File: src/rtl/wb_seg_scan_ctrl.sv
// Wishbone-slave, time-multiplexed hex 7-segment scanner for 1..8 digits with inter-digit blanking.
// Optional build macro SEG_PWM_EN adds a 4-bit brightness register at word address 3.
module wb_seg_scan_ctrl #(
  parameter int NUM_DIGITS   = 8,
  parameter int CLK_HZ       = 100000000,
  parameter int REFRESH_HZ   = 1000,
  parameter int BLANK_CYCLES = 16,
  parameter int ACTIVE_LOW   = 1
) (
  input  logic                  CLK_I,
  input  logic                  RST_I,
  input  logic                  CYC_I,
  input  logic                  STB_I,
  input  logic                  WE_I,
  input  logic [1:0]            ADR_I,
  input  logic [3:0]            SEL_I,
  input  logic [31:0]           DAT_I,
  output logic [31:0]           DAT_O,
  output logic                  ACK_O,
  output logic [6:0]            O_cathode,
  output logic                  O_dp,
  output logic [NUM_DIGITS-1:0] O_anode
);

  localparam int DIV = CLK_HZ / (REFRESH_HZ * NUM_DIGITS);
  localparam int PW  = (DIV > 1) ? $clog2(DIV) : 1;
  localparam logic [PW-1:0] PRE_LAST  = PW'(DIV - 1);
  localparam logic [PW-1:0] PRE_BLANK = PW'(BLANK_CYCLES);
  localparam logic [2:0]    IDX_LAST  = 3'(NUM_DIGITS - 1);
  localparam logic          INV       = (ACTIVE_LOW != 0);

  logic [PW-1:0] presc;
  logic [2:0]    idx;
  logic          blanking;

  logic [31:0] data_r;
  logic [7:0]  dig_en;
  logic [7:0]  dp_mask;
  logic        disp_en;

  logic        req;
  logic        wr;
  logic [31:0] rd_val;
  logic        pwm_on;

  // Handshake: a request is CYC_I & STB_I seen while ACK_O is low; the slave answers with a
  // one-cycle ACK_O on the next edge, which is also the edge that commits a write and registers
  // DAT_O. Dropping CYC_I or STB_I before that edge abandons the request with no side effects.
  assign req = CYC_I & STB_I & ~ACK_O;
  assign wr  = req & WE_I;

  always_ff @(posedge CLK_I or posedge RST_I) begin
    if (RST_I) begin
      presc <= '0;
      idx   <= 3'd0;
    end else if (presc == PRE_LAST) begin
      presc <= '0;
      idx   <= (idx == IDX_LAST) ? 3'd0 : idx + 3'd1;
    end else begin
      presc <= presc + 1'b1;
    end
  end

  assign blanking = (presc < PRE_BLANK);

  always_ff @(posedge CLK_I or posedge RST_I) begin
    if (RST_I) begin
      data_r  <= 32'h0;
      dig_en  <= 8'hFF;
      dp_mask <= 8'h00;
      disp_en <= 1'b1;
    end else if (wr) begin
      case (ADR_I)
        2'd0: begin
          for (int i = 0; i < 4; i++) begin
            if (SEL_I[i]) data_r[8*i +: 8] <= DAT_I[8*i +: 8];
          end
        end
        2'd1: begin
          if (SEL_I[0]) dig_en  <= DAT_I[7:0];
          if (SEL_I[1]) dp_mask <= DAT_I[15:8];
          if (SEL_I[2]) disp_en <= DAT_I[16];
        end
        default: ;
      endcase
    end
  end

`ifdef SEG_PWM_EN
  logic [3:0] bright;
  logic [3:0] duty_cnt;

  always_ff @(posedge CLK_I or posedge RST_I) begin
    if (RST_I) begin
      bright   <= 4'hF;
      duty_cnt <= 4'h0;
    end else begin
      duty_cnt <= duty_cnt + 4'h1;
      if (wr && (ADR_I == 2'd3) && SEL_I[0]) bright <= DAT_I[3:0];
    end
  end

  assign pwm_on = (duty_cnt <= bright);
`else
  assign pwm_on = 1'b1;
`endif

  always_comb begin
    rd_val = 32'h0;
    case (ADR_I)
      2'd0: rd_val = data_r;
      2'd1: rd_val = {15'h0, disp_en, dp_mask, dig_en};
      2'd2: rd_val = {28'h0, blanking, idx};
`ifdef SEG_PWM_EN
      2'd3: rd_val = {28'h0, bright};
`endif
      default: rd_val = 32'h0;
    endcase
  end

  always_ff @(posedge CLK_I or posedge RST_I) begin
    if (RST_I) begin
      ACK_O <= 1'b0;
      DAT_O <= 32'h0;
    end else begin
      ACK_O <= req;
      DAT_O <= (req & ~WE_I) ? rd_val : 32'h0;
    end
  end

  function automatic logic [6:0] seg_decode(input logic [3:0] n);
    case (n)
      4'h0: seg_decode = 7'b1111110;
      4'h1: seg_decode = 7'b0110000;
      4'h2: seg_decode = 7'b1101101;
      4'h3: seg_decode = 7'b1111001;
      4'h4: seg_decode = 7'b0110011;
      4'h5: seg_decode = 7'b1011011;
      4'h6: seg_decode = 7'b1011111;
      4'h7: seg_decode = 7'b1110000;
      4'h8: seg_decode = 7'b1111111;
      4'h9: seg_decode = 7'b1111011;
      4'hA: seg_decode = 7'b1110111;
      4'hB: seg_decode = 7'b0011111;
      4'hC: seg_decode = 7'b1001110;
      4'hD: seg_decode = 7'b0111101;
      4'hE: seg_decode = 7'b1001111;
      default: seg_decode = 7'b1000111;
    endcase
  endfunction

  logic                  lit;
  logic [3:0]            nibble;
  logic [NUM_DIGITS-1:0] anode_h;
  logic [6:0]            cath_h;
  logic                  dp_h;

  // Pins are computed in active-high form and flipped once at the output register.
  always_comb begin
    nibble  = data_r[{idx, 2'b00} +: 4];
    lit     = disp_en & dig_en[idx] & ~blanking & pwm_on;
    anode_h = '0;
    cath_h  = 7'h00;
    dp_h    = 1'b0;
    if (lit) begin
      anode_h = NUM_DIGITS'(1) << idx;
      cath_h  = seg_decode(nibble);
      dp_h    = dp_mask[idx];
    end
  end

  always_ff @(posedge CLK_I or posedge RST_I) begin
    if (RST_I) begin
      O_anode   <= {NUM_DIGITS{INV}};
      O_cathode <= {7{INV}};
      O_dp      <= INV;
    end else begin
      O_anode   <= anode_h ^ {NUM_DIGITS{INV}};
      O_cathode <= cath_h ^ {7{INV}};
      O_dp      <= dp_h ^ INV;
    end
  end

endmodule
File: config.mk
export PLATFORM = sky130hd
export DESIGN_NAME = wb_seg_scan_ctrl
export DESIGN_NICKNAME = d
export VERILOG_FILES = /design/src/rtl/wb_seg_scan_ctrl.sv
export SDC_FILE = /design/constraint.sdc
export NUM_CORES = 1
export LEC_CHECK = 0
export ABC_AREA = 1
export CAP_MARGIN = 30
export CORE_MARGIN = 2
export CORE_UTILIZATION = 40
export CTS_CLUSTER_SIZE = 24
export DETAILED_ROUTE_END_ITERATION = 12
export DONT_BUFFER_PORTS = 1
export SLEW_MARGIN = 20
export SYNTH_ARGS = -nofsm -noshare
export SYNTH_HDL_FRONTEND = slang
export SYNTH_SLANG_ARGS = --single-unit
File: constraint.sdc
create_clock -name CLK_I -period 6.6 [get_ports CLK_I]
set_input_delay 0.66 -clock CLK_I [delete_from_list [all_inputs] [get_ports CLK_I]]
set_output_delay 0.66 -clock CLK_I [all_outputs]
set_load 0.01 [all_outputs]
After elaboration in Yosys (flattened, before gate mapping). Memory sizes are Yosys's and may differ from the RTL's. Cells that the tools add are included.

Bitwise gates (word level): 12. Equal/unequal tests: 4. Muxes and demuxes: 11. Reduce and logical (&&, ||, !) cells: 8. Shift-type cells: 2. $add $sub $neg: 2. $lt $le $gt $ge: 2.

Operators with widths (count): $pmux W32 S3 (1); $mux W32 (1); $shiftx A32 B6 Y4 (1); $reduce_and A3 Y1 (7); $add A14 B1 Y14 const B (1); $eq A14 B14 Y1 const B (1); $lt A14 B5 Y1 const B (1); $mux W14 (1); $mux W8 (1); $not A8 Y8 (1); $shl A1 B3 Y8 const A (1); $mux W7 (1); $not A7 Y7 (1); $and A1 B1 Y1 (6); $bmux W1 S3 (2); $lt A3 B4 Y1 const B (1); $not A1 Y1 (4); $add A3 B1 Y3 const B (1); $eq A3 B3 Y1 const B (1); $mux W1 (3); $mux W3 (1); $eq A2 B1 Y1 const B (1); $eq A2 B2 Y1 const B (1); $logic_not A2 Y1 (1).

Input port bits: 43. Bits in read-only memories: 112. Register bits after elaboration: 115. Logic and storage cells: 56. Memories: 1. Output and inout bits: 49.

Memory list: (no name shown) (depth 16, width 7, rd ports 1, clocked after memory_dff 0, wr ports 0, RTL line 132) `case (n)`.

Logic depth before layout (Yosys ltp).
Depth in word-level cells: 6. Depth in mapped cells: 12. Gate-level depth less buffers: 11.

Least setup slack after synthesis. No wires, ideal clock.

Path type: register to register. Start point: register idx[0]. End point: register O_cathode[3]. Arrival time: 1.655 ns. Slack: 4.881 ns. Path buffers: 2. Library setup time: 0.064 ns. Period minus slack after synthesis: 1.719 ns. Cell stages (with the launch flop): 12. Data required time: 6.536 ns. Cells stage by stage: dfrtp_1 > buf_6 > buf_4 > o211ai_1 > nand3_1 > nand2_1 > ha_1 > inv_1 > nand3_1 > nand2_1 > nand2_1 > nand3_1.

Longest elaborated chain between the ends: 6. Elaborated cells between the ends (all ways): 8. Those cells by class: 1 x shift; 3 x mux; 3 x bitwise; 1 x memory.

RTL lines: start: declaration (RTL line 33) `logic [2:0] idx;`; start signal: assignment (RTL line 58) `idx <= (idx == IDX_LAST) ? 3'd0 : idx + 3'd1;`; branches (longest 4 deep; another with $mem_v2 Z16 W7); $mux W7 * (RTL line 165) `if (lit) begin`; $not A7 Y7 (no line) *; end signal: assignment (RTL line 175) `O_cathode <= {7{INV}};`; end signal: assignment (RTL line 179) `O_cathode <= cath_h ^ {7{INV}};`; end: declaration (RTL line 20) `output logic [6:0] O_cathode,`.

Mark *: on every way between the ends. The select of a mux whose other input is x is not followed. A chain may end at the register's enable or synchronous reset.

Worst setup path after layout.
Start point: register idx[1]. End point: register O_cathode[3].

Same word-level chain as after synthesis.

==> results.yml <==
sta:
  hold_viol: 0
  setup_violations: 0
  slew_viol_final: 0
  setup_tns_ns: 0
  worstMarginPinSlew_ns: 0.716
  whs_ns: 0.234
  rsz0062_at_grt: "false"
  clock-skew-final_ns: 0.00968
  fin_crit_ns: 2.24
  fin_crit_sh: 0.340
  max_slew_margin: 0.523
  clock.fmax_mhz: 446
cts:
  cts_tree: "yes"
  htree_levels: 4
  postCtsSetupBuffers: 0
  cts.repair.resized: 0
  cts.sinks: 115
  root_buffer: "clkbuf_16"
  cts_buffer_depth: 2
  cts_buffers: 17
  clkTransAtPathRegs_ns: 0.06
  clkLatencyLatePin_ns: 0.41
  postCtsHoldBufs: 0
critical_path:
  path_cells: "inv_2 -> o211ai_1 -> nand3_1 -> nand2_1 -> ha_1 -> inv_1 -> nand3_1 -> nand2_1 -> nand2_1 -> nand3_1"
  max_stage_delay_ns: 0.76
  cp_max_fo: 18
  reg2reg_setup_slack_ns: 4.36
  cp-startpoint: "idx[1]$_DFFE_PP0N_"
  crit_path_end_kind: "flop"
  path_class: "flop to flop"
  slowest_stage: "dfrtp_1"
  crit_required_ns: 6.94
  reg2reg_from: "idx[1]$_DFFE_PP0N_"
  start_kind: "flop"
  endpoint: "O_cathode[3]$_DFF_PP1_"
  r2r_end: "O_cathode[3]$_DFF_PP1_"
  reg2reg_depth: 10
  cp.arrival_ns: 2.58
logic_synthesis:
  avgSynthCellArea_um2: 8.88
  synthCells: 625
  syn-cell-area_um2: 5550
  synth-seq-area-share: 0.524
  yosysUniqueCellTypes: 39
  synth-async-reset-ratio: 1.00
  synth_edf_count: 0
  ys_ff_latch: 115
  ys_warn_count: 0
  syn_nets: 681
  ys.flop_type: "dfrtp_1"
final_layout:
  layout_commonest_cell: "nand2_1"
  area_growth_pct: 13.9
  layout_common_cells: "137 x nand2_1, 92 x inv_1, 90 x dfrtp_1, 40 x nor2_1, 38 x nand3_1"
  fin_util: 0.461
  fillCellCount: 1310
  antenna_cells: 0
  fin_area_um2: 6320
  nNetsFinal: 680
  drive_gt1_frac: 0.160
floorplan:
  die_area_um2: 14800
  io_pins: 92
  die_w_um: 122
  start_util: 0.405
  fp-row-count: 43
  core_area_um2: 13700
  die_y_um: 122
global_route:
  grt_pass1_vias: 4096
  antenna_found_initial: 0
  grt_start_max_net_pins: 59
  grt_pass1_wl_mm: 21.1
  grt_overflow: 0
  grt_usage: 0.184
detailed_routing:
  drt_iter0_drc: 265
  drt-wirelength-per-cell_um: 15.5
  routed_wirelength_mm: 12.7
  drt_pass1_iterations: 5
  viasPerCell: 5.08
  drcViolationCount: 0
  antenna_left: 0
  vias: 4149
place:
  placed_area_um2: 5640
  place_congestion: 0.887
  port_buffers: 0
  hpwl_mm: 9.08
pwr:
  combPwrFrac: 0.097
  p_leak_nw: 3.10
  p_sw_frac: 0.240
  internal-power_mw: 1.58
  power_frac_clock: 0.508
  p_per_area_nw_per_um2: 329
  p_switching_mw: 0.498
  seqPwrFrac: 0.395
  peakVddDrop_mv: 0.171
status:
  outcome: "complete, no violations"
min_path:
  min_path_type: "primary input to async pin"
run:
  drv_cap: 0
cell usage after synthesis, drive strengths merged (4+ instances only):
cell | number | area [um2]
buf | 21 | 168
nor2 | 46 | 211
o21ai | 62 | 352
o211ai | 8 | 65.1
dfrtp | 90 | 2250
nand2 | 143 | 557
dfstp | 25 | 657
nand3 | 50 | 363
o22ai | 4 | 25.0
a21oi | 28 | 144
ha | 13 | 163
inv | 101 | 384
nor3 | 20 | 100
layout make-up:
cell class              instances  area, um2  share of cell area
multi-input cells             387       2090               0.330
clock buffers                  23        478              0.0756
repair buffers                  2       35.0             0.00554
clock inverters                 9        200              0.0317
flip-flops and latches        115       2910               0.460
well taps                     180        225              0.0356
inverters                     101        387              0.0612
worst min-delay path by stage:
stage	endpoint	slack (ns)
after global routing	data_r[22]$_DFFE_PP0P_	0.29
after detailed placement	presc[0]$_DFF_PP0_	0.45
after CTS	DAT_O[18]$_DFF_PP0_	0.26
final	DAT_O[4]$_DFF_PP0_	0.23
after floorplan	presc[0]$_DFF_PP0_	0.43
after global placement	presc[0]$_DFF_PP0_	0.44
through the flow:
step,power (mW),worst slack (ns),instances
3_5_place_dp,1.03,4.36,785
5_1_grt,2.16,4.09,817
4_1_cts,2.09,4.34,817
6_report,2.08,4.36,817
3_3_place_gp,1.03,4.27,784
2_1_floorplan,0.976,2.94,625
metal layers:
layer  vias up  part of all wire  GRT usage
met5         -                 0          0
met4         0             0.022     0.0675
met3        23             0.058     0.0501
met2       135              0.47      0.288
met1      1994              0.45      0.245
li1       1997                 -          -
logic make-up after synthesis:
logic type	share of synthesized area
simple gates	0.225
mux	0.00406
flops	0.524
buf+inv	0.100
xor+xnor	0.00473
compound gates	0.113
fa+ha+maj	0.0293
state kept, by name (all words and copies together) (netlist names):
name and cells:
DAT_O 32, data_r 32, presc 14, O_anode 8
dig_en 8, dp_mask 8, O_cathode 7, idx 3
ACK_O 1, O_dp 1, disp_en 1
worst max-delay path, delay by kind of cell (launching register included):
| kind | cells | cell delay [ns] |
|---|---|---|
| compound gates | 1 | 0.21 |
| buf+inv | 2 | 0.37 |
| simple gates | 6 | 0.57 |
| fa+ha+maj | 1 | 0.26 |
| flops | 1 | 0.76 |
power groups by stage:
stage	combinational, mW	sequential (mW)	clock [mW]
final	0.202	0.821	1.06
after global routing	0.234	0.827	1.10
after global placement	0.196	0.830	0
after CTS	0.204	0.820	1.07
after detailed placement	0.202	0.831	0
after floorplan	0.161	0.815	0
Note: power is estimated with default switching activity, not from simulation.
